[src/rtl/mgmt_pwr_seq_pkg.sv]
// Purpose: shared state encoding, counter sizing and parameter checks for the power sequencer.
// Latency: n/a (package only).
// Backpressure: n/a (package only).
package mgmt_pwr_seq_pkg;

    // Per-domain sequencer states; encodings are visible to software and debug.
    typedef enum logic [2:0] {
        ST_OFF      = 3'd0,
        ST_DEBOUNCE = 3'd1,
        ST_ISOREL   = 3'd2,
        ST_ON       = 3'd3,
        ST_SHUTDN   = 3'd4,
        ST_FAULT    = 3'd5
    } pwr_state_t;

    // Shared counter width: $clog2 of the larger interval, never below one bit.
    function automatic int cnt_width(input int deb_cycles, input int hold_cycles);
        int m;
        m = (deb_cycles > hold_cycles) ? deb_cycles : hold_cycles;
        return (m < 2) ? 1 : $clog2(m);
    endfunction

    // Both intervals must be at least one cycle long.
    function automatic bit params_legal(input int deb_cycles, input int hold_cycles);
        return (deb_cycles >= 1) && (hold_cycles >= 1);
    endfunction

endpackage

[src/rtl/mgmt_pwr_domain_seq.sv]
// Purpose: one user power domain: 2-flop power-good synchronizer, debounce/hold counter and sequencing FSM.
// Latency: raw power-good rise to DEBOUNCE entry in 3 edges; isolation/reset release DEBOUNCE_CYCLES/+HOLD_CYCLES later.
// Backpressure: none; power loss preempts everything and parks the domain in FAULT until fault_clr.
module mgmt_pwr_domain_seq
    import mgmt_pwr_seq_pkg::*;
#(
    parameter int DEBOUNCE_CYCLES = 16,
    parameter int HOLD_CYCLES     = 8
) (
    input  logic clk,
    input  logic rst_n,
    input  logic pg_raw,
    input  logic sw_en,
    input  logic fault_clr,
    output logic pg_sync,
    output logic ena,
    output logic rstn,
    output logic fault,
    output logic fault_rise,
    output logic busy
);

    localparam int CW = cnt_width(DEBOUNCE_CYCLES, HOLD_CYCLES);
    localparam logic [CW-1:0] DEB_LAST  = CW'(DEBOUNCE_CYCLES - 1);
    localparam logic [CW-1:0] HOLD_LAST = CW'(HOLD_CYCLES - 1);
    localparam logic [CW-1:0] CNT_MAX   = '1;

    if (!params_legal(DEBOUNCE_CYCLES, HOLD_CYCLES)) begin : g_bad_params
        $error("mgmt_pwr_domain_seq: DEBOUNCE_CYCLES and HOLD_CYCLES must be >= 1");
    end

    logic          sync_q;
    pwr_state_t    state;
    pwr_state_t    nxt;
    logic [CW-1:0] cnt;

    // Two-stage synchronizer for the asynchronous level-shifted power-good flag.
    always_ff @(posedge clk or negedge rst_n) begin
        if (!rst_n) begin
            sync_q  <= 1'b0;
            pg_sync <= 1'b0;
        end else begin
            sync_q  <= pg_raw;
            pg_sync <= sync_q;
        end
    end

    // Next-state decode: power loss beats software disable beats counter expiry.
    always_comb begin
        nxt = state;
        case (state)
            ST_OFF:      if (pg_sync && sw_en) nxt = ST_DEBOUNCE;
            ST_DEBOUNCE: if (!(pg_sync && sw_en)) nxt = ST_OFF;
                         else if (cnt == DEB_LAST) nxt = ST_ISOREL;
            ST_ISOREL:   if (!pg_sync) nxt = ST_FAULT;
                         else if (!sw_en) nxt = ST_SHUTDN;
                         else if (cnt == HOLD_LAST) nxt = ST_ON;
            ST_ON:       if (!pg_sync) nxt = ST_FAULT;
                         else if (!sw_en) nxt = ST_SHUTDN;
            ST_SHUTDN:   if (!pg_sync) nxt = ST_FAULT;
                         else if (cnt == HOLD_LAST) nxt = ST_OFF;
            ST_FAULT:    if (fault_clr) nxt = ST_OFF;
            default:     nxt = ST_OFF;
        endcase
    end

    // State, saturating counter and all outputs registered from the next state so they are glitch-free.
    always_ff @(posedge clk or negedge rst_n) begin
        if (!rst_n) begin
            state      <= ST_OFF;
            cnt        <= '0;
            ena        <= 1'b0;
            rstn       <= 1'b0;
            fault      <= 1'b0;
            fault_rise <= 1'b0;
            busy       <= 1'b0;
        end else begin
            state <= nxt;
            if (nxt != state) begin
                cnt <= '0;
            end else if (cnt != CNT_MAX) begin
                cnt <= cnt + CW'(1);
            end
            ena        <= (nxt == ST_ISOREL) || (nxt == ST_ON) || (nxt == ST_SHUTDN);
            rstn       <= (nxt == ST_ON);
            fault      <= (nxt == ST_FAULT);
            fault_rise <= (nxt == ST_FAULT) && (state != ST_FAULT);
            busy       <= (nxt == ST_DEBOUNCE) || (nxt == ST_ISOREL) || (nxt == ST_SHUTDN);
        end
    end

endmodule

[src/rtl/mgmt_pwr_seq.sv]
// Purpose: power-up/down sequencer for both user 3.3V domains; maps per-domain sequencers onto the shared ports.
// Latency: user_ena at 19 edges and user_rstn at 27 edges after raw power-good rise (default parameters).
// Backpressure: none; sw_en low drains a domain through SHUTDN, power loss forces FAULT immediately.
module mgmt_pwr_seq
    import mgmt_pwr_seq_pkg::*;
#(
    parameter int DEBOUNCE_CYCLES = 16,
    parameter int HOLD_CYCLES     = 8
) (
    input  logic       caravel_clk,
    input  logic       caravel_rstn,
    input  logic       mprj_vdd_logic1,
    input  logic       mprj2_vdd_logic1,
    input  logic [1:0] sw_en,
    input  logic [1:0] fault_clr,
    output logic [1:0] user_ena,
    output logic [1:0] user_rstn,
    output logic [1:0] pg_sync,
    output logic [1:0] fault,
    output logic       busy,
    output logic       irq
);

    logic [1:0] pg_raw;
    logic [1:0] fault_rise;
    logic [1:0] dom_busy;

    // Bit 0 is the mprj domain, bit 1 the mprj2 domain.
    assign pg_raw = {mprj2_vdd_logic1, mprj_vdd_logic1};

    for (genvar d = 0; d < 2; d++) begin : g_dom
        mgmt_pwr_domain_seq #(
            .DEBOUNCE_CYCLES (DEBOUNCE_CYCLES),
            .HOLD_CYCLES     (HOLD_CYCLES)
        ) u_dom (
            .clk        (caravel_clk),
            .rst_n      (caravel_rstn),
            .pg_raw     (pg_raw[d]),
            .sw_en      (sw_en[d]),
            .fault_clr  (fault_clr[d]),
            .pg_sync    (pg_sync[d]),
            .ena        (user_ena[d]),
            .rstn       (user_rstn[d]),
            .fault      (fault[d]),
            .fault_rise (fault_rise[d]),
            .busy       (dom_busy[d])
        );
    end

    // Rising-edge flags are registered alongside fault, so irq lands on the same edge;
    // simultaneous faults in both domains merge into a single pulse.
    assign irq  = |fault_rise;
    assign busy = |dom_busy;

endmodule

[config.mk]
export PLATFORM = sky130hd
export DESIGN_NAME = mgmt_pwr_seq
export DESIGN_NICKNAME = d
export VERILOG_FILES = /design/src/rtl/mgmt_pwr_seq_pkg.sv /design/src/rtl/mgmt_pwr_domain_seq.sv /design/src/rtl/mgmt_pwr_seq.sv
export SDC_FILE = /design/constraint.sdc
export NUM_CORES = 1
export LEC_CHECK = 0
export ABC_AREA = 1
export BUFFER_PORTS_ARGS = -buffer_cell sky130_fd_sc_hd__buf_2
export CAP_MARGIN = 20
export CORE_MARGIN = 10
export CORE_UTILIZATION = 55
export DETAILED_ROUTE_END_ITERATION = 7
export PLACE_DENSITY = 0.76
export SYNTH_ARGS = -nofsm -noshare
export SYNTH_HDL_FRONTEND = slang
export SYNTH_SLANG_ARGS = --single-unit
[constraint.sdc]
create_clock -name caravel_clk -period 2.2 [get_ports caravel_clk]
set_input_delay 0.11 -clock caravel_clk [delete_from_list [all_inputs] [get_ports caravel_clk]]
set_output_delay 0.11 -clock caravel_clk [all_outputs]
set_load 0.02 [all_outputs]
# Word-level counts from Yosys, hierarchy flattened

Cells that the tools add are included.

Logic and storage cells: 96
Register bits: 28
Bits of input ports: 8
Output and inout bits: 10

$add $sub $neg: 2
Multiplexer cells: 28
Reductions and logical operators: 18
Equality and inequality tests: 30

Operators with widths:

| kind                                                            | count |
|---|---|
| 3-bit two-way mux                                               | 22 |
| 3-bit case mux with 6 select lines                              | 2 |
| 3-bit by 2-bit == test with 1-bit output, second input constant | 8 |
| 3-bit == test, second input constant                            | 8 |
| 4-bit two-way mux                                               | 4 |
| 3-bit by 1-bit == test with 1-bit output, second input constant | 4 |
| 4-bit by 1-bit adder with 4-bit output, second input constant   | 2 |
| 4-bit by 3-bit == test with 1-bit output, second input constant | 2 |
| 4-bit == test, second input constant                            | 2 |
| 1-bit logical OR                                                | 8 |
| 4-bit inequality test, second input constant                    | 2 |
| 3-bit logical NOT                                               | 2 |
| 3-bit inequality test                                           | 2 |
| 3-bit inequality test, second input constant                    | 2 |
| 1-bit logical AND                                               | 4 |
| 2-bit nonzero test                                              | 2 |
| 2-bit OR reduction                                              | 2 |

# Depth between registers and ports, before layout

Depth after elaboration: 8
Depth in mapped cells: 11
Mapped depth without buffers: 10

# Modules after synthesis

A second synthesis with hierarchy kept.

Cell total of the unflattened synthesis: 171
Area total of the unflattened synthesis: 1418.9 µm²

By module, submodules not included:

| module                               | area an instance (µm²) | times used | sequential area each (µm²) | cells each |
|---|---|---|---|---|
| mgmt_pwr_domain_seq (g_dom[0].u_dom) | 710.7                  | 1          | 350.3                      | 85 |
| mgmt_pwr_domain_seq (g_dom[1].u_dom) | 685.7                  | 1          | 350.3                      | 80 |
| mgmt_pwr_seq                         | 22.5                   | 1          | 0.0                        | 6 |

# Least setup slack after synthesis

Ideal clock, no wire load.

Kind: register -> register
From: register g_dom[1].u_dom.cnt[0]
To: register g_dom[1].u_dom.cnt[2]
Stages on the path, launching flop included: 10
Setup slack: 0.843 ns
Data arrival time: 1.234 ns
Clock period less this slack: 1.357 ns
Path through: dfrtp_1 > ha_1 > nand3_1 > nor2_2 > nor2_2 > nand3_4 > nand2_2 > nand2_2 > nand2_4 > nor2_2

Cells in the longest elaborated chain, start to end: 7

RTL lines:

| what                                                           | RTL line                                             | text |
|---|---|---|
| start, declared                                                | mgmt_pwr_domain_seq.sv:35                            | `logic [CW-1:0] cnt;` |
| start signal, assigned                                         | mgmt_pwr_domain_seq.sv:82                            | `cnt <= cnt + CW'(1);` |
| 4-bit by 3-bit == test with 1-bit output                       | mgmt_pwr_domain_seq.sv:57, mgmt_pwr_domain_seq.sv:61 |  |
| 3-bit two-way mux                                              | mgmt_pwr_domain_seq.sv:57                            | `else if (cnt == HOLD_LAST) nxt = ST_ON;` |
| 3-bit two-way mux                                              | mgmt_pwr_domain_seq.sv:56                            | `else if (!sw_en) nxt = ST_SHUTDN;` |
| 3-bit two-way mux                                              | mgmt_pwr_domain_seq.sv:55                            | `ST_ISOREL: if (!pg_sync) nxt = ST_FAULT;` |
| 3-bit case mux with 6 select lines *                           | mgmt_pwr_domain_seq.sv:51                            | `case (state)` |
| net g_dom[1].u_dom.nxt[0]                                      | mgmt_pwr_domain_seq.sv:34                            | `pwr_state_t nxt;` |
| 3-bit inequality test *                                        | mgmt_pwr_domain_seq.sv:79                            | `if (nxt != state) begin` |
| 4-bit two-way mux / 2-bit nonzero test (equally long branches) | -                                                    |  |

Mark *: on every way through the listed nets, which the timed path passes. The rest lies on a longest branch. The select of a mux whose other input is x is not followed.
A chain may end at the register's enable or synchronous reset.

# Worst setup path after layout

From: register g_dom[0].u_dom.cnt[0]
To: register g_dom[0].u_dom.cnt[2]

Cells in the longest elaborated chain, start to end: 7

RTL lines:

| what                                                           | RTL line |
|---|---|
| start, declared                                                | mgmt_pwr_domain_seq.sv:35 |
| start signal, assigned                                         | mgmt_pwr_domain_seq.sv:82 |
| 4-bit by 3-bit == test with 1-bit output                       | mgmt_pwr_domain_seq.sv:57, mgmt_pwr_domain_seq.sv:61 |
| 3-bit two-way mux                                              | mgmt_pwr_domain_seq.sv:57 |
| 3-bit two-way mux                                              | mgmt_pwr_domain_seq.sv:56 |
| 3-bit two-way mux                                              | mgmt_pwr_domain_seq.sv:55 |
| 3-bit case mux with 6 select lines *                           | mgmt_pwr_domain_seq.sv:51 |
| net g_dom[0].u_dom.nxt[0]                                      | mgmt_pwr_domain_seq.sv:34 |
| 3-bit inequality test *                                        | mgmt_pwr_domain_seq.sv:79 |
| 4-bit two-way mux / 2-bit nonzero test (equally long branches) | - |

Marked as above.

==> results.py <==
metrics = {
    "route": {
        "ant_nets": 0,
        "via_per_inst": 5.04,
        "drt-total-wl_mm": 2.74,
        "route.vias.total": 1189,
        "dr.pass1.iters": 4,
        "avgRoutedWirePerCell_um": 11.6,
        "initialDrtViolationCount": 49,
        "drc": 0,
    },
    "global_route": {
        "grtUsageTotal_pct": 11.1,
        "grt_max_degree": 29,
        "grt_pass1_wl_mm": 4.96,
        "grt_pass1_vias": 1204,
        "grt_antenna_before_repair": 0,
        "grt_overflow": 0,
    },
    "logic_synthesis": {
        "synth_common_cells": "36 x nand2_1, 28 x dfrtp_1, 21 x inv_1",
        "synth_fa_ha_area_share_pct": 1.57,
        "yosys_most_used_dff": "dfrtp_1",
        "synth_compound_area_share_pct": 5.25,
        "synthDominantCellAreaShare_pct": 43.9,
        "syn_nets": 201,
        "synth-xor-area-share_pct": 1.10,
        "ys_ff_latch": 28,
        "synthMuxAreaShare_pct": 0.705,
        "syn_area_sq_um": 1600,
        "ys_seq_area_share_pct": 43.9,
        "ys_types": 28,
        "synth.most_common_cell": "nand2_1",
        "syn-instance-count": 191,
        "synth_edf_count": 0,
        "synth_area_per_cell_sq_um": 8.37,
        "synthTopCellsByArea": "dfrtp_1 44%, nand2_1 8.5%, inv_1 4.9%",
        "ys_warn_count": 0,
        "yosys.area.top_type": "dfrtp_1",
        "synth_async_sr_flop_share_pct": 100,
        "synth_top_family_by_area": "simple AND/OR/NAND/NOR gates",
        "yosys.area_share.simple_pct": 35.3,
    },
    "sta": {
        "tns_ns": 0,
        "finalClockSkew_ns": 0.00487,
        "period_share_pct": 70.1,
        "hold_violations": 0,
        "max_freq_ghz": 0.649,
        "layout_min_cycle_time_ns": 1.54,
        "drv_slew": 0,
        "slew_headroom_pct": 61.1,
        "worst_pin_slew_ns": 0.583,
        "rsz0062_at_grt": "no",
        "setup_viol": 0,
    },
    "die": {
        "ios": 18,
        "die_x_um": 73.9,
        "start_util_pct": 57.9,
        "die_h_um": 73.9,
        "core_sq_um": 2760,
        "die-area_sq_um": 5460,
        "row_count": 19,
    },
    "clocking": {
        "cts_sinks": 28,
        "h-tree-depth": 1,
        "clk_pin_slew_worst_paths_ns": 0.13,
        "cts_buffers": 3,
        "cts_tree": "built",
        "cts_resized": 0,
        "cts_buffer_depth": 2,
        "cts_root_buf": "clkbuf_4",
        "clock_latency_ns": 0.32,
    },
    "setup_path": {
        "crit_arrival_ns": 1.80,
        "cp-start-kind": "flip-flop",
        "critPathMaxFanout": 4,
        "crit_path_cell_trace": "ha_1, nand2_2, nor2_4, nand2_2, nand3_2, nand3_4, nand2_1, nand3_2, nor2_1",
        "cp_slowest_stage_delay_ns": 0.42,
        "crit_family": "simple AND/OR/NAND/NOR gates",
        "worst_setup_path_end_kind": "flip-flop",
        "slowest_stage": "dfrtp_1",
        "required_ns": 2.45,
        "critical_path_buf_inv_count": 0,
        "criticalPathCategory": "flip-flop to flip-flop",
    },
    "pwr": {
        "power_mw": 1.67,
        "power_density_nw_per_um2": 977,
        "max-vdd-ir-drop_mv": 0.790,
        "leakagePower_nw": 0.895,
    },
    "job": {
        "max-cap-violations": 0,
    },
    "finish": {
        "diodes": 0,
        "final_layout_size_suffix_gt1_share_pct": 30.7,
        "nFillCells": 243,
        "design_area_sq_um": 1710,
        "num-nets-final": 216,
        "area_delta_synth_final_pct": 6.73,
    },
    "placement": {
        "place_hpwl_mm": 2.15,
        "gp_congestion": 0.867,
        "postPlaceCellArea_sq_um": 1640,
        "port-buffer-count": 17,
    },
    "run_status": {
        "status": "finished clean",
    },
    "hold_path": {
        "hp-class": "input port to flip-flop",
    },
}
per-stage QoR:
stage / utilization, % / worst slack (ns) / hold slack, ns / instances
3_3_place_gp: 59.4 / 0.724 / 0.145 / 229
5_1_grt: 61.8 / 0.483 / 0.100 / 236
4_1_cts: 61.8 / 0.624 / 0.0870 / 236
2_1_floorplan: - / 0.843 / -0.186 / 191
3_5_place_dp: 59.4 / 0.713 / 0.141 / 229
6_report: 61.8 / 0.659 / 0.0946 / 236
worst reg2reg max path, cell delays in order, from the launching register on:
cell,delay (ns)
dfrtp_1,0.42
ha_1,0.22
nand2_2,0.09
nor2_4,0.15
nand2_2,0.07
nand3_2,0.11
nand3_4,0.10
nand2_1,0.08
nand3_2,0.10
nor2_1,0.13
sequential cells by signal (all words and copies together) (netlist names):
name / flops
g_dom.u_dom.fault_rise: 2
g_dom.u_dom.sync_q: 2
g_dom.u_dom.ena: 2
g_dom.u_dom.pg_sync: 2
g_dom.u_dom.fault: 2
g_dom.u_dom.cnt: 8
g_dom.u_dom.rstn: 2
g_dom.u_dom.busy: 2
g_dom.u_dom.state: 6
power breakdown:
group | leakage [nW] | internal [mW] | switching, mW | total, mW
Combinational | 0.508 | 0.258 | 0.414 | 0.672
Clock | 0.0210 | 0.101 | 0.137 | 0.238
Sequential | 0.365 | 0.631 | 0.124 | 0.755
cell families (layout without fill, tap and decap cells):
| family | count (synthesis) | after routing |
|---|---|---|
| AND/OR/NAND/NOR | 103 | 103 |
| buffers and inverters | 40 | 54 |
| flip-flops | 28 | 28 |
| AO/OA/AOI/OAI | 15 | 15 |
| adder cells (fa/ha/maj) | 2 | 2 |
| XOR/XNOR | 2 | 2 |
| multiplexers | 1 | 1 |
what timing repair did:
item                                   in CTS  in global routing
buffers inserted                            0                  0
endpoints found under the hold margin      30                  0
hold buffers                                3                  0
cell type report:
class	count	area [sq um]	share of cell area [%]
sequential	28	701	41.1
tap	31	38.8	2.27
inverter	30	113	6.60
multi-input combinational	123	702	41.2
timing repair buffer	20	115	6.75
clock buffer	4	36.3	2.13
worst paths after layout:
| check | from | end | slack (ns) | depth (start not counted) |
|---|---|---|---|---|
| setup reg to reg | g_dom[0].u_dom.cnt[0] | g_dom[0].u_dom.cnt[2] | 0.66 | 9 |
| max in group asynchronous | caravel_rstn | g_dom[0].u_dom.state[0] | 1.52 | 2 |
| min in group asynchronous | caravel_rstn | g_dom[0].u_dom.cnt[2] | 0.30 | 2 |
| hold / removal | fault_clr[0] | g_dom[0].u_dom.fault | 0.09 | 4 |
| hold reg to reg | g_dom[1].u_dom.sync_q | g_dom[1].u_dom.pg_sync | 0.37 | 0 |
| setup / recovery | g_dom[0].u_dom.cnt[0] | g_dom[0].u_dom.cnt[2] | 0.66 | 9 |
cell usage in the layout, fill, tap and decap left out, types with 4 or more instances in the layout:
cell and instances:
buf_2 17, o21ai_0 8, nand3_1 13, nand3_2 5
nor2_1 18, inv_2 9, nor2_2 10, nand2_2 6
inv_1 21, nor2_4 4, dfrtp_1 28, nand2_1 36
per-layer routing:
metal | track usage [%] | share of wire, % | up-vias
met3 | 3.77 | 6.4 | 4
met5 | 0 | 0 | -
met2 | 19.6 | 49 | 18
met1 | 12.6 | 43 | 549
met4 | 2.48 | 0.91 | 0
li1 | - | - | 618
Note: power is estimated with default switching activity, not from simulation.
